File: src/rtl/sensor_pkg.sv
// Shared definitions for the sensor scan/average block.
// Holds the controller state encoding and parameter-legality limits.
package sensor_pkg;

  typedef enum logic [1:0] {
    IDLE   = 2'd0,
    WAIT   = 2'd1,
    SAMPLE = 2'd2,
    DRAIN  = 2'd3
  } state_e;

  localparam int MIN_NUM_CH       = 2;
  localparam int MAX_NUM_CH       = 16;
  // A scan must fit inside one period with at least one WAIT cycle left over.
  localparam int MIN_PERIOD_SLACK = 1;

  function automatic int min_period(input int num_ch);
    return num_ch + MIN_PERIOD_SLACK;
  endfunction

endpackage

File: src/rtl/sensor_period_timer.sv
// Free-running scan period counter.
//   clk  : clock, rising edge
//   rst  : synchronous active-high reset
//   run  : count while high; held at 0 while low
//   tick : high in the last cycle of each period (count == PERIOD-1)
module sensor_period_timer #(
  parameter int PERIOD = 16
) (
  input  logic clk,
  input  logic rst,
  input  logic run,
  output logic tick
);
  localparam int CNT_W = (PERIOD > 1) ? $clog2(PERIOD) : 1;

  logic [CNT_W-1:0] cnt_q, cnt_d;

  // Gated by run so a stop request in the wrap cycle cannot also fire a tick.
  assign tick = run && (cnt_q == CNT_W'(PERIOD - 1));

  always_comb begin
    cnt_d = cnt_q;
    if (!run)      cnt_d = '0;
    else if (tick) cnt_d = '0;
    else           cnt_d = cnt_q + CNT_W'(1);
  end

  always_ff @(posedge clk) begin
    if (rst) cnt_q <= '0;
    else     cnt_q <= cnt_d;
  end

endmodule

File: src/rtl/sensor_array.sv
// Periodic multi-channel sensor scanner with averaging and threshold alerts.
// Every PERIOD cycles one scan samples all channels (one per cycle); after
// 2^AVG_LOG2 scans the per-channel averages are streamed out over a
// valid/ready port and the alert flags are refreshed.
//   clk, rst            : clock, synchronous active-high reset
//   enable              : run/stop; low forces IDLE and drops pending output
//   environment         : packed raw channel values, channel k at [k*DATA_W +: DATA_W]
//   threshold           : unsigned alert threshold (strict greater-than)
//   data/data_ch        : averaged value and its channel index
//   data_valid/ready    : output handshake
//   alert               : per-channel avg > threshold from the last average
//   overrun             : sticky, a period tick arrived while still draining
module sensor_array
  import sensor_pkg::*;
#(
  parameter int NUM_CH   = 4,
  parameter int DATA_W   = 8,
  parameter int PERIOD   = 16,
  parameter int AVG_LOG2 = 2
) (
  input  logic                      clk,
  input  logic                      rst,
  input  logic                      enable,
  input  logic [NUM_CH*DATA_W-1:0]  environment,
  input  logic [DATA_W-1:0]         threshold,
  output logic [DATA_W-1:0]         data,
  output logic [$clog2(NUM_CH)-1:0] data_ch,
  output logic                      data_valid,
  input  logic                      data_ready,
  output logic [NUM_CH-1:0]         alert,
  output logic                      overrun
);
  localparam int CH_W   = $clog2(NUM_CH);
  localparam int ACC_W  = DATA_W + AVG_LOG2;
  localparam int SCAN_W = AVG_LOG2 + 1;
  localparam logic [CH_W-1:0]   LAST_CH   = CH_W'(NUM_CH - 1);
  localparam logic [SCAN_W-1:0] NUM_SCANS = SCAN_W'(1 << AVG_LOG2);

  state_e                        state_q, state_d;
  logic [CH_W-1:0]               idx_q, idx_d, idx_nxt;
  logic [SCAN_W-1:0]             scan_q, scan_d, scan_inc;
  logic [NUM_CH-1:0][ACC_W-1:0]  acc_q, acc_d, acc_sum;
  logic [NUM_CH-1:0][DATA_W-1:0] avg_q, avg_d;
  logic [DATA_W-1:0]             data_q, data_d;
  logic [CH_W-1:0]               ch_q, ch_d;
  logic [NUM_CH-1:0]             alert_q, alert_d;
  logic                          ovr_q, ovr_d;
  logic                          run, tick;

  // Counter runs only while the controller is active and will stay active,
  // so a stop clears it on the same edge that enters IDLE.
  assign run = (state_q != IDLE) && enable;

  sensor_period_timer #(.PERIOD(PERIOD)) u_timer (
    .clk  (clk),
    .rst  (rst),
    .run  (run),
    .tick (tick)
  );

  assign idx_nxt  = idx_q + CH_W'(1);
  assign scan_inc = scan_q + SCAN_W'(1);

  // Accumulators including this cycle's sample, so the final SAMPLE cycle
  // can compute averages for the last channel without an extra stage.
  always_comb begin
    acc_sum = acc_q;
    for (int k = 0; k < NUM_CH; k++) begin
      if (state_q == SAMPLE && idx_q == CH_W'(k))
        acc_sum[k] = acc_q[k] + ACC_W'(environment[k*DATA_W +: DATA_W]);
    end
  end

  always_comb begin
    state_d = state_q;
    idx_d   = idx_q;
    scan_d  = scan_q;
    acc_d   = acc_q;
    avg_d   = avg_q;
    data_d  = data_q;
    ch_d    = ch_q;
    alert_d = alert_q;
    ovr_d   = ovr_q;

    if (state_q != IDLE && !enable) begin
      // Abort: output registers and flags are kept, work in flight is lost.
      state_d = IDLE;
      idx_d   = '0;
      scan_d  = '0;
      acc_d   = '0;
    end else begin
      unique case (state_q)
        IDLE:   if (enable) state_d = WAIT;
        WAIT:   if (tick) state_d = SAMPLE;
        SAMPLE: begin
          acc_d = acc_sum;
          if (idx_q == LAST_CH) begin
            idx_d = '0;
            if (scan_inc == NUM_SCANS) begin
              state_d = DRAIN;
              scan_d  = '0;
              acc_d   = '0;
              for (int k = 0; k < NUM_CH; k++) begin
                // Dropping the low AVG_LOG2 bits is the floor divide.
                avg_d[k]   = acc_sum[k][AVG_LOG2 +: DATA_W];
                alert_d[k] = acc_sum[k][AVG_LOG2 +: DATA_W] > threshold;
              end
              data_d = acc_sum[0][AVG_LOG2 +: DATA_W];
              ch_d   = '0;
            end else begin
              state_d = WAIT;
              scan_d  = scan_inc;
            end
          end else begin
            idx_d = idx_nxt;
          end
        end
        DRAIN: begin
          // The scan due at this tick is simply not started.
          if (tick) ovr_d = 1'b1;
          if (data_ready) begin
            if (idx_q == LAST_CH) begin
              state_d = WAIT;
              idx_d   = '0;
            end else begin
              idx_d  = idx_nxt;
              data_d = avg_q[idx_nxt];
              ch_d   = idx_nxt;
            end
          end
        end
        default: state_d = IDLE;
      endcase
    end
  end

  always_ff @(posedge clk) begin
    if (rst) begin
      state_q <= IDLE;
      idx_q   <= '0;
      scan_q  <= '0;
      acc_q   <= '0;
      avg_q   <= '0;
      data_q  <= '0;
      ch_q    <= '0;
      alert_q <= '0;
      ovr_q   <= 1'b0;
    end else begin
      state_q <= state_d;
      idx_q   <= idx_d;
      scan_q  <= scan_d;
      acc_q   <= acc_d;
      avg_q   <= avg_d;
      data_q  <= data_d;
      ch_q    <= ch_d;
      alert_q <= alert_d;
      ovr_q   <= ovr_d;
    end
  end

  assign data       = data_q;
  assign data_ch    = ch_q;
  assign data_valid = (state_q == DRAIN);
  assign alert      = alert_q;
  assign overrun    = ovr_q;

endmodule

File: config.mk
export PLATFORM = sky130hd
export DESIGN_NAME = sensor_array
export DESIGN_NICKNAME = d
export VERILOG_FILES = /design/src/rtl/sensor_pkg.sv /design/src/rtl/sensor_period_timer.sv /design/src/rtl/sensor_array.sv
export SDC_FILE = /design/constraint.sdc
export NUM_CORES = 1
export LEC_CHECK = 0
export CAP_MARGIN = 20
export CORE_MARGIN = 2
export CORE_UTILIZATION = 45
export CTS_BUF_LIST = sky130_fd_sc_hd__clkbuf_8
export CTS_CLUSTER_DIAMETER = 50
export CTS_CLUSTER_SIZE = 30
export DETAILED_ROUTE_END_ITERATION = 6
export HOLD_SLACK_MARGIN = 0.08
export PLACE_DENSITY = 0.67
export RECOVER_POWER = 100
export SYNTH_ARGS = -nofsm -noshare
export SYNTH_HDL_FRONTEND = slang
export SYNTH_SLANG_ARGS = --single-unit
File: constraint.sdc
create_clock -name clk -period 3 [get_ports clk]
set_input_delay 0.3 -clock clk [delete_from_list [all_inputs] [get_ports clk]]
set_output_delay 0.3 -clock clk [all_outputs]
set_load 0.02 [all_outputs]
Word-level counts from Yosys, hierarchy flattened
Index checks and enable logic that the tools add are counted.
- bits in registers: 98
- bits in latches: 0
- RAM bits: 0
- memory bits (read-only): 0
- input bits: 44
- memories: 0
- $add $sub $neg: 7
- multipliers: 0
- div/mod/pow operators: 0
- $lt $le $gt $ge: 5
- eq/ne operators: 15
- shift operators: 0
- muxes and demuxes: 29
- bitwise logic cells: 2
- reductions and logical operators: 20
- operator list (operator ; count):
    $mux W40 ; 2
    $add A10 B8 Y10 ; 4
    $mux W10 ; 4
    $mux W8 ; 5
    $gt A8 B8 Y1 ; 4
    $mux W2 ; 12
    $bmux W8 S2 ; 1
    $pmux W8 S2 ; 1
    $eq A2 B2 Y1 const B ; 4
    $ne A2 B1 Y1 const B ; 4
    $pmux W2 S2 ; 2
    $pmux W2 S4 ; 1
    $logic_and A1 B1 Y1 ; 7
    $ne A2 B2 Y1 const B ; 3
    $reduce_and A6 Y1 ; 1
    $reduce_and A5 Y1 ; 1
    $add A4 B1 Y4 const B ; 1
    $eq A2 B1 Y1 const B ; 2
    $eq A4 B4 Y1 const B ; 1
    $logic_not A2 Y1 ; 2
    $reduce_and A2 Y1 ; 2
    $reduce_and A4 Y1 ; 1
    $reduce_bool A2 Y1 ; 2
    $add A3 B1 Y3 const B ; 1
    9 further kinds ; 10

Longest topological paths before layout
Gate-level depths: netlist (run 1).
- word-level depth: 6
- depth in mapped cells: 16

Cells and area by module
Synthesis (run 1) repeated with hierarchy kept, for this count alone.
- cells, all modules: 821
- area total of the unflattened synthesis: 6683.9 sq um
- by module, submodules not included (module ; times used ; cells an instance ; area an instance (sq um) ; seq. area each (sq um)):
    sensor_array ; 1 ; 804 ; 6526.3 ; 1881.8
    sensor_period_timer ; 1 ; 17 ; 157.7 ; 80.1

Least setup slack after synthesis (run 1)
Ideal clock, no wire load.
- path type: register to register
- start point: reg idx_q[0]
- end point: reg alert_q[0] (netlist: alert[0])
- library setup time: 134 ps
- arrival time: 2806 ps
- required time: 2866 ps
- setup slack: 60 ps
- cell stages (with the launch flop): 15
- buffers on the path: 1
- clock period less this slack: 2940 ps
- cell sequence: dfxtp_1 -> buf_2 -> inv_1 -> ha_1 -> and3_1 -> and4_1 -> o21ai_1 -> and2_1 -> xnor2_1 -> ha_1 -> and3_1 -> o21a_1 -> a221oi_1 -> a211o_1 -> a21oi_1
- RTL lines (item ; line ; RTL):
    start: declaration ; sensor_array.sv:40 ; logic [CH_W-1:0] idx_q, idx_d, idx_nxt;
    start signal: assignment ; sensor_array.sv:150 ; idx_q <= idx_d;
    end signal: assignment ; sensor_array.sv:156 ; alert_q <= alert_d;
    end: declaration ; sensor_array.sv:46 ; logic [NUM_CH-1:0] alert_q, alert_d;

==> reports/metrics.cfg, run 1 <==
[status]
status=finished, final reports clean

[sta]
hold_ws_ns=0.376
setup_violations=0
hold_viol=0
period_share_pct=96.2
tightest_slew_ns=0.742
fin_skew_ns=0.00652
min_period_ns=2.88
slew_viol_final=0
max_freq_mhz=347
maxSlewHeadroom_pct=50.5

[logic_synthesis]
synth_common_cells=nand2_1 (100), dfxtp_1 (98), nor2_1 (83)
synth_seq_area_share_pct=27.9
yosys_warnings=0
netlist_area_um2=7030
synth-edff-count=0
synthTopCellsByArea=dfxtp_1 (28%), ha_1 (14%), nand2_1 (5.3%)
synth_top_area_share_pct=27.9
yosys.area.top_type=dfxtp_1
syn_inst=856
async_flop_share_pct=0
yosysUniqueCellTypes=79
synth_nets=981
ys_seq_elements=98
synth_flop_cell=dfxtp_1
yosysMostFrequentCell=nand2_1
avgSynthCellArea_um2=8.22

[power_and_ir_drop]
seqPwrFrac_pct=48.2
power_frac_clock_pct=31.7
p_int_uw=1890
leakage_uw=0.00399
p_per_area_nw_per_um2=299
combPwrFrac_pct=20.1
ir_worst_vdd_v=0.000201
p_sw_uw=862
swShare_pct=31.4

[run]
drv_cap=0

[critical_path]
worst-r2r-cell-count=12
endpoint_kind=register
worstSetupPathType=input port to register
r2r_start=acc_q[10]
r2r_slack_ns=0.14
cp-start-kind=input port
reg2reg_to=alert[1]
crit_required_ns=3.27
crit_fanout=4
crit_arrival_ns=3.16

[cells_and_area]
drive_gt1_share_pct=22.2
antennaDiodeCount=0
final_util_pct=60.2
final_net_count=1163
final_design_area_no_fill_um2=9180
layout.cells.non_filler=1254
area_delta_synth_final_pct=30.6

[clock_tree]
clkTransAtPathRegs_ns=0.10
h-tree-depth=3
insertion_delay_ns=0.39
numClockSinks=98
root_buffer=clkbuf_8
cts_buffers=9
cts.path.max_buffers=2
cts_tree=built

[hold_path]
hp-class=input port to register
min_path_cells=3
min_delay_worst_endpoint=idx_q[1]
worstHoldStart=rst

[floorplanning]
dieWidth_um=129
die_area_um2=16600
coreArea_um2=15300
die_h_um=129
io_pins=60
initial_core_util_pct=46.1
rows=45

[drt]
drt-initial-drc-count=746
routed_via_density=5.70
wl_per_cell_um=17.2
drc=0
wl_um=21600
drt_pass1_iterations=5
ant_nets=0
routed-via-count=7143

[place]
hpwl_um=16100
placed_cells=1236
gp_congestion=0.943
port_buffers=59
place_area_um2=8830

[global_route]
grt_start_max_net_pins=40
grt_pass1_wl_um=34800
grt_overflow=0
grt_usage_pct=26.9
antenna_found_initial=0
grt_pass1_vias=6866

## worst max-delay path by stage
stage / endpoint / from
after floorplan: alert[0] / idx_q[0]
after global placement: alert[0] / environment[0]
after detailed placement: alert[0] / environment[0]
after CTS: alert[0] / acc_q[0]
after global routing: alert[2] / acc_q[20]
final: alert[0] / environment[4]
## layout by cell type (no fill, tap or decap), types with 6 or more instances in the layout
cell type        Yosys  routed
a22oi_1             13      12
nand2_1            100     100
nor2_1              83      81
o21ai_0             35      33
mux4_2               8       8
and2_1               9       8
clkdlybuf4s50_1      0      42
nand3_1             21      21
nor3_1              22      20
o31ai_1              6       6
and3_1              16      16
o211ai_1             6       6
nor2b_1              6       6
nand3b_1             7       7
ha_1                77      72
nand4_1              8       8
a21boi_0             6       6
dlygate4sd3_1        0      16
inv_1               38      38
o21a_1              13      13
dfxtp_1             98      95
mux2i_1              8       8
a31oi_1             19      18
a211oi_1            16      16
a21oi_2              4       7
buf_4                6     147
clkbuf_8             0      10
a21oi_1             57      54
xnor2_1             13      13
a21o_1              17      16
## flip-flops by register name (all words and copies together), names as in the netlist
| name | cells |
|---|---|
| state_q | 2 |
| idx_q | 2 |
| alert | 4 |
| u_timer.cnt_q | 4 |
| avg_q | 32 |
| acc_q | 40 |
| overrun | 1 |
| data_ch | 2 |
| data | 8 |
| scan_q | 3 |
## final cells by class
class | count | area [um2]
inverter | 39 | 146
multi-input combinational | 677 | 4890
tap | 211 | 264
sequential | 98 | 1970
clock inverter | 6 | 47.5
clock buffer | 10 | 138
fill | 1370 | 6070
timing repair buffer | 213 | 1730
## per-stage QoR
step           setup TNS [ns]  setup slack, ns  total power, uW
2_1_floorplan               0           0.0603             1630
5_1_grt               -0.0558          -0.0310             2870
3_3_place_gp            -1.09           -0.292             1890
3_5_place_dp            -1.47           -0.400             1890
4_1_cts                     0           0.0228             2740
6_report                    0            0.115             2750
## power by group through the flow
| stage | registers (uW) | clock network, uW | logic (uW) |
|---|---|---|---|
| finish | 1320 | 871 | 553 |
| global route | 1330 | 935 | 603 |
| CTS | 1320 | 875 | 541 |
| detailed placement | 1350 | 0 | 537 |
| global placement | 1350 | 0 | 534 |
| floorplan | 1360 | 0 | 278 |
## repair_timing
| action | 4_1_cts | 5_1_grt |
|---|---|---|
| endpoints found under the setup margin | 1 | 4 |
| pin swaps | 0 | 24 |
| buffers inserted | 0 | 2 |
| hold buffers | 0 | 0 |
| resized for setup | 1 | 38 |
## cell families (layout without fill, tap and decap cells)
logic type / Yosys count / count (layout) / synth area share (%)
compound gates: 257 / 257 / 25.5
xor+xnor: 18 / 18 / 2.24
fa+ha+maj: 81 / 81 / 14.8
buf+inv: 81 / 268 / 5.16
flops: 98 / 98 / 27.9
mux: 18 / 18 / 4.07
simple gates: 303 / 303 / 20.3
## worst max-delay path, stage by stage
cell	delay [ns]
clkdlybuf4s50_1	0.43
ha_1	0.34
a21o_2	0.28
a31o_2	0.26
o21ai_2	0.19
and2_4	0.18
xnor2_1	0.17
ha_1	0.30
and3_1	0.18
o21a_1	0.10
a221oi_1	0.23
a211o_1	0.13
a21oi_1	0.05
## metal layers
layer / up-vias / share of wire (%) / wire length [um] / global-route usage, %
met5: - / 0 / 0 / 0
met4: 0 / 2.1 / 448 / 8.63
met3: 28 / 5.7 / 1240 / 2.89
met2: 250 / 45 / 9710 / 42.7
met1: 3350 / 47 / 10200 / 38.4
li1: 3515 / - / - / -
Power figures use the tool's default switching activity.
==> run 2, diff against run 1 <==
--- a/config.mk
+++ b/config.mk
@@ -5,7 +5,7 @@
 export SDC_FILE = /design/constraint.sdc
 export NUM_CORES = 1
 export LEC_CHECK = 0
-export CAP_MARGIN = 20
+export ABC_AREA = 1
 export CORE_MARGIN = 2
 export CORE_UTILIZATION = 45
 export CTS_BUF_LIST = sky130_fd_sc_hd__clkbuf_8
==> reports/metrics.cfg, run 2 <==
[status]
status=finished, final reports clean

[global_route]
grt_overflow=0  ; unchanged
grt_usage_pct=22.7  ; -4.1 points
grt_pass1_wl_um=29600  ; -15%
grt_start_max_net_pins=34  ; -15%
antenna_found_initial=0  ; unchanged
grt_pass1_vias=6094  ; -11%

[logic_synthesis]
async_flop_share_pct=0  ; unchanged
yosysMostFrequentCell=nand2_1
avgSynthCellArea_um2=6.80  ; -17%
ys_seq_elements=98  ; unchanged
synth_top_area_share_pct=28.9  ; +1.0 points
yosys_warnings=0  ; unchanged
syn_inst=999  ; +17%
synth-edff-count=0  ; unchanged
synth_seq_area_share_pct=28.9  ; +1.0 points
synth_flop_cell=dfxtp_1
synth_nets=1124  ; +15%
netlist_area_um2=6790  ; -3.5%
yosysUniqueCellTypes=42  ; -47%
yosys.area.top_type=dfxtp_1
synthTopCellsByArea=dfxtp_1 (29%), ha_1 (14%), nand2_1 (13%)
synth_common_cells=nand2_1 (231), inv_1 (107), a21oi_1 (105)

[place]
place_area_um2=7630  ; -14%
gp_congestion=0.906  ; -3.9%
hpwl_um=13600  ; -16%
dpl_worst_slack_ns=-0.0323  ; +0.368 ns
port_buffers=59  ; unchanged
placed_cells=1236  ; unchanged

[clock_tree]
post_cts_buffers=0  ; unchanged
h-tree-depth=3  ; unchanged
cts_tree=built
postCtsHoldBufs=0  ; unchanged
clkTransAtPathRegs_ns=0.11  ; about the same
root_buffer=clkbuf_8
cts_buffers=9  ; unchanged
cts.path.max_buffers=2  ; unchanged
cts_repair_resize_count=0  ; -1
insertion_delay_ns=0.40  ; about the same
numClockSinks=98  ; unchanged

[floorplanning]
dieWidth_um=127  ; -1.7%
die_h_um=127  ; -1.7%
io_pins=60  ; unchanged
rows=44  ; -2.2%
initial_core_util_pct=46.4  ; +0.27 points
die_area_um2=16100  ; -3.4%
coreArea_um2=14600  ; -4.0%

[critical_path]
worst-r2r-cell-count=14  ; +2
cpMostUsedCell=nand2_1
reg2reg_to=alert[3]
crit_required_ns=3.34  ; +0.07 ns
r2r_start=state_q[0]
worst-path-buf-inv=3  ; +2
critPathTopFamily=simple AND/OR/NAND/NOR gates
max_stage_delay_ns=0.40  ; -0.03 ns
crit_cells=14  ; +1
crit_fanout=18  ; +14
endpoint_kind=register
cp_slowest_cell=dfxtp_1
crit_start=state_q[0]
critPathCapture=alert[3]
r2r_slack_ns=0.26  ; +0.12 ns
crit_chain=inv_1 -> ha_1 -> nand2_4 -> inv_2 -> or2_2 -> nand2_1 -> inv_1 -> ha_1 -> nand2_1 -> o21ai_0 -> nand2_1 -> o211ai_1 -> o41ai_1 -> a21oi_2
crit_arrival_ns=3.08  ; -0.08 ns
cp-start-kind=register
worstSetupPathType=register to register

[cells_and_area]
layout.cells.non_filler=1252  ; -0.16%
antennaDiodeCount=0  ; unchanged
final-seq-area_um2=1960  ; -0.19%
multiInputGateArea_um2=4190  ; -14%
drive_gt1_share_pct=6.84  ; -15 points
regMostFlops=acc_q
largest_reg_flops=40  ; unchanged
final_design_area_no_fill_um2=7790  ; -15%
final_net_count=1188  ; +2.1%
area_delta_synth_final_pct=14.7
mostFrequentLayoutCells=nand2_1 (231), inv_1 (111), a21oi_1 (104)
n_fill_cell=1506  ; +9.9%
final_common_cell=nand2_1

[drt]
drc=0  ; unchanged
wl_per_cell_um=14.2  ; -18%
wl_um=17700  ; -18%
routed-via-count=6468  ; -9.4%
routed_via_density=5.17  ; -9.3%
drt_pass1_iterations=6  ; +1
drt-initial-drc-count=483  ; -35%
ant_nets=0  ; unchanged

[power_and_ir_drop]
p_per_area_nw_per_um2=456  ; +53%
leakage_uw=0.00380  ; -4.9%
ir_worst_vdd_v=0.000247  ; +23%

[sta]
setup_violations=0  ; unchanged
tightest_slew_ns=0.827  ; +0.0841 ns
period_share_pct=91.3  ; -4.8 points
slew_viol_final=0  ; unchanged
maxSlewHeadroom_pct=44.9  ; -5.6 points
setup-tns-final_ns=0  ; unchanged
min_period_ns=2.74  ; -0.145 ns
rsz0062_at_grt=no
fin_skew_ns=0.0101  ; +0.00361 ns
hold_viol=0  ; unchanged
max_freq_mhz=365  ; +5.3%
fin_ws_ns=0.260  ; +0.145 ns
hold_ws_ns=0.455  ; +0.0787 ns

[hold_path]
hp-class=register to register

[run]
drv_cap=0  ; unchanged

[run 2: cell types whose count changed after synthesis, moves of 13 or more]
cell      delta
a211oi_1    -14
a21o_1      -16
a21oi_1     +48
a22oi_1     -13
a31oi_1     -15
and3_1      -16
inv_1       +69
nand2_1    +131
nand3_1     +33
o21ai_0     +30
o21ai_1     +24
[run 2: area by class of cell]
cell class                 instances  area share (%)
multi-input combinational        749            53.7
sequential                        98            25.2
timing repair buffer              85            9.77
inverter                         120            5.78
tap                              184            2.96
clock buffer                       9            1.59
clock inverter                     7           0.980
[run 2: metal layers]
metal / vias up / track usage (%) / wire [um]
met5: - / 0 / 0
met4: 0 / 6.59 / 353
met3: 24 / 4.43 / 898
met2: 153 / 37.7 / 7860
met1: 2871 / 30.1 / 8620
li1: 3420 / - / -
[run 2: how the worst min path moves through the flow]
stage,start,end,slack [ns],cells after the start
6_report,overrun,overrun,0.45,2
3_3_place_gp,u_timer.cnt_q[0],u_timer.cnt_q[0],0.43,1
5_1_grt,overrun,overrun,0.48,2
3_5_place_dp,u_timer.cnt_q[0],u_timer.cnt_q[0],0.43,1
4_1_cts,u_timer.cnt_q[0],u_timer.cnt_q[0],0.46,1
2_1_floorplan,u_timer.cnt_q[0],u_timer.cnt_q[0],0.42,1
[run 2: cell families (layout without fill, tap and decap cells)]
kind of cell | after synthesis | in the layout | synth area share, %
simple gates | 423 | 423 | 26.2
flops | 98 | 98 | 28.9
xor+xnor | 10 | 10 | 1.29
buf+inv | 152 | 221 | 9.29
fa+ha+maj | 81 | 81 | 15.4
compound gates | 235 | 235 | 18.9
[run 2: power breakdown]
part	internal [uW]	switching, uW
clock	392	525
combinational	429	780
sequential	1370	57.2
total	2190	1360
[run 2: worst reg2reg max path, stage by stage (launching register included)]
cell,delay (ns)
dfxtp_1,0.40
inv_1,0.10
ha_1,0.34
nand2_4,0.20
inv_2,0.16
or2_2,0.32
nand2_1,0.15
inv_1,0.06
ha_1,0.29
nand2_1,0.07
o21ai_0,0.20
nand2_1,0.07
o211ai_1,0.09
o41ai_1,0.11
a21oi_2,0.11
[run 2: per-stage QoR]
stage / total power, uW / utilization (%)
floorplan: 2290 / -
global placement: 2690 / 52.1
detailed placement: 2690 / 52.1
CTS: 3600 / 53.5
global route: 3780 / 53.2
finish: 3560 / 53.2
==> run 3, diff against run 2 <==
--- a/config.mk
+++ b/config.mk
@@ -6,7 +6,6 @@
 export NUM_CORES = 1
 export LEC_CHECK = 0
 export ABC_AREA = 1
-export CORE_MARGIN = 2
 export CORE_UTILIZATION = 45
 export CTS_BUF_LIST = sky130_fd_sc_hd__clkbuf_8
 export CTS_CLUSTER_DIAMETER = 50
==> reports/metrics.cfg, run 3 (synthesis results as in run 2) <==
[power_and_ir_drop]
leakage_uw=0.00380  ; about the same
ir_worst_vdd_v=0.000221  ; -10%
p_per_area_nw_per_um2=448  ; -1.9%
total_power_uw=3470  ; -2.3%

[cells_and_area]
largest_reg_flops=40  ; unchanged
layout.cells.non_filler=1251  ; -0.080%
final_net_count=1187  ; -0.084%
final_common_cell=nand2_1
area_delta_synth_final_pct=14.3
mostFrequentLayoutCells=nand2_1 (232), inv_1 (111), a21oi_1 (104)
drive_gt1_share_pct=6.94  ; +0.10 points
antennaDiodeCount=0  ; unchanged
regMostFlops=acc_q
n_fill_cell=1499  ; -0.46%

[critical_path]
endpoint_kind=register
cp-start-kind=register
crit_required_ns=3.29  ; -0.05 ns
crit_start=state_q[0]
crit_arrival_ns=3.07  ; about the same
worstSetupPathType=register to register
crit_fanout=16  ; -2
r2r_start=state_q[0]
r2r_slack_ns=0.22  ; -0.04 ns

[clock_tree]
postCtsHoldBufs=0  ; unchanged
insertion_delay_ns=0.40  ; about the same
root_buffer=clkbuf_8
cts_buffers=9  ; unchanged
clkTransAtPathRegs_ns=0.11  ; about the same
numClockSinks=98  ; unchanged
post_cts_buffers=0  ; unchanged
cts_repair_resize_count=0  ; unchanged
h-tree-depth=3  ; unchanged
cts.path.max_buffers=2  ; unchanged
cts_tree=built

[floorplanning]
rows=44  ; unchanged
initial_core_util_pct=46.4  ; unchanged
dieWidth_um=125  ; -1.6%
io_pins=60  ; unchanged
coreArea_um2=14600  ; unchanged
die_area_um2=15600  ; -3.1%
die_h_um=125  ; -1.6%

[global_route]
met1_usage_pct=30.7  ; +0.55 points
antenna_found_initial=0  ; unchanged
grt_overflow=0  ; unchanged
grt_pass1_vias=6118  ; +0.39%
grt_use_met2_pct=40.7  ; +3.0 points
top_usage_layer=met2
grt_usage_pct=23.6  ; +0.87 points
grt_pass1_wl_um=29400  ; -0.44%
grt_start_max_net_pins=34  ; unchanged
grt_use_met3_pct=4.12  ; -0.30 points

[hold_path]
worstHoldStart=overrun
hp-class=register to register

[sta]
fin_ws_ns=0.217  ; -0.0433 ns
setup_violations=0  ; unchanged
hold_ws_ns=0.454  ; -0.000557 ns
tightest_slew_ns=1.05  ; +0.227 ns
period_share_pct=92.8  ; +1.4 points
slew_viol_final=0  ; unchanged
hold_viol=0  ; unchanged
min_period_ns=2.78  ; +0.0433 ns
rsz0062_at_grt=no
setup-tns-final_ns=0  ; unchanged
maxSlewHeadroom_pct=29.8  ; -15 points
max_freq_mhz=359  ; -1.6%
fin_skew_ns=0.0152  ; +0.00503 ns

[status]
status=finished with violations
violations=DRC

[drt]
routed-via-count=6496  ; +0.43%
drt-initial-drc-count=349  ; -28%
routed_via_density=5.19  ; +0.51%
wl_um=17500  ; -1.2%
wl_per_cell_um=14.0  ; -1.2%
drt_pass1_iterations=7  ; +1
drc=10  ; +10
ant_nets=0  ; unchanged

[place]
dpl_worst_slack_ns=-0.0193  ; +0.0130 ns
gp_congestion=0.867  ; -4.3%
port_buffers=59  ; unchanged
hpwl_um=13600  ; about the same
placed_cells=1235  ; -0.081%

[run]
drv_cap=0  ; unchanged

[run 3: power by group]
| part | switching (uW) | leakage [uW] | total, uW | internal [uW] |
|---|---|---|---|---|
| clock network | 526 | 0.0000921 | 841 | 315 |
| registers | 55.9 | 0.000790 | 1430 | 1370 |
| logic | 770 | 0.00292 | 1200 | 432 |
[run 3: area by class of cell]
type,instances,area (um2),share of cell area (%)
well taps,184,230,2.97
inverters,120,450,5.81
clock inverters,7,58.8,0.758
repair buffers,84,759,9.79
multi-input cells,749,4170,53.8
flip-flops and latches,98,1960,25.3
clock buffers,9,124,1.60
[run 3: path summary, 6_finish.rpt]
kind,cells after the start,endpoint
worst min register to register,2,overrun
worst max-delay path,13,alert[0]
worst max register to register,13,alert[0]
worst min-delay path,2,overrun
[run 3: routing by layer]
layer	vias to the layer above	part of all wire (%)
met1	2932	48
met3	10	4.2
met2	129	47
met5	-	0
li1	3425	-
met4	0	0.82
[run 3: critical path: stages (launching register included)]
cell and delay (ns):
dfxtp_1 0.41, inv_1 0.10, ha_1 0.34, nand2_1 0.24
inv_2 0.17, or2_2 0.33, nand2_1 0.09, inv_1 0.05
ha_1 0.28, a21oi_1 0.12, a21boi_0 0.26, nor2_1 0.07
o22ai_1 0.13, a21oi_1 0.08
[run 3: metrics by stage]
step | util [%] | instance area (um2)
global placement | 52.0 | 7620
CTS | 53.3 | 7800
finish | 53.0 | 7760
detailed placement | 52.0 | 7620
floorplan | - | 6790
global route | 53.0 | 7760
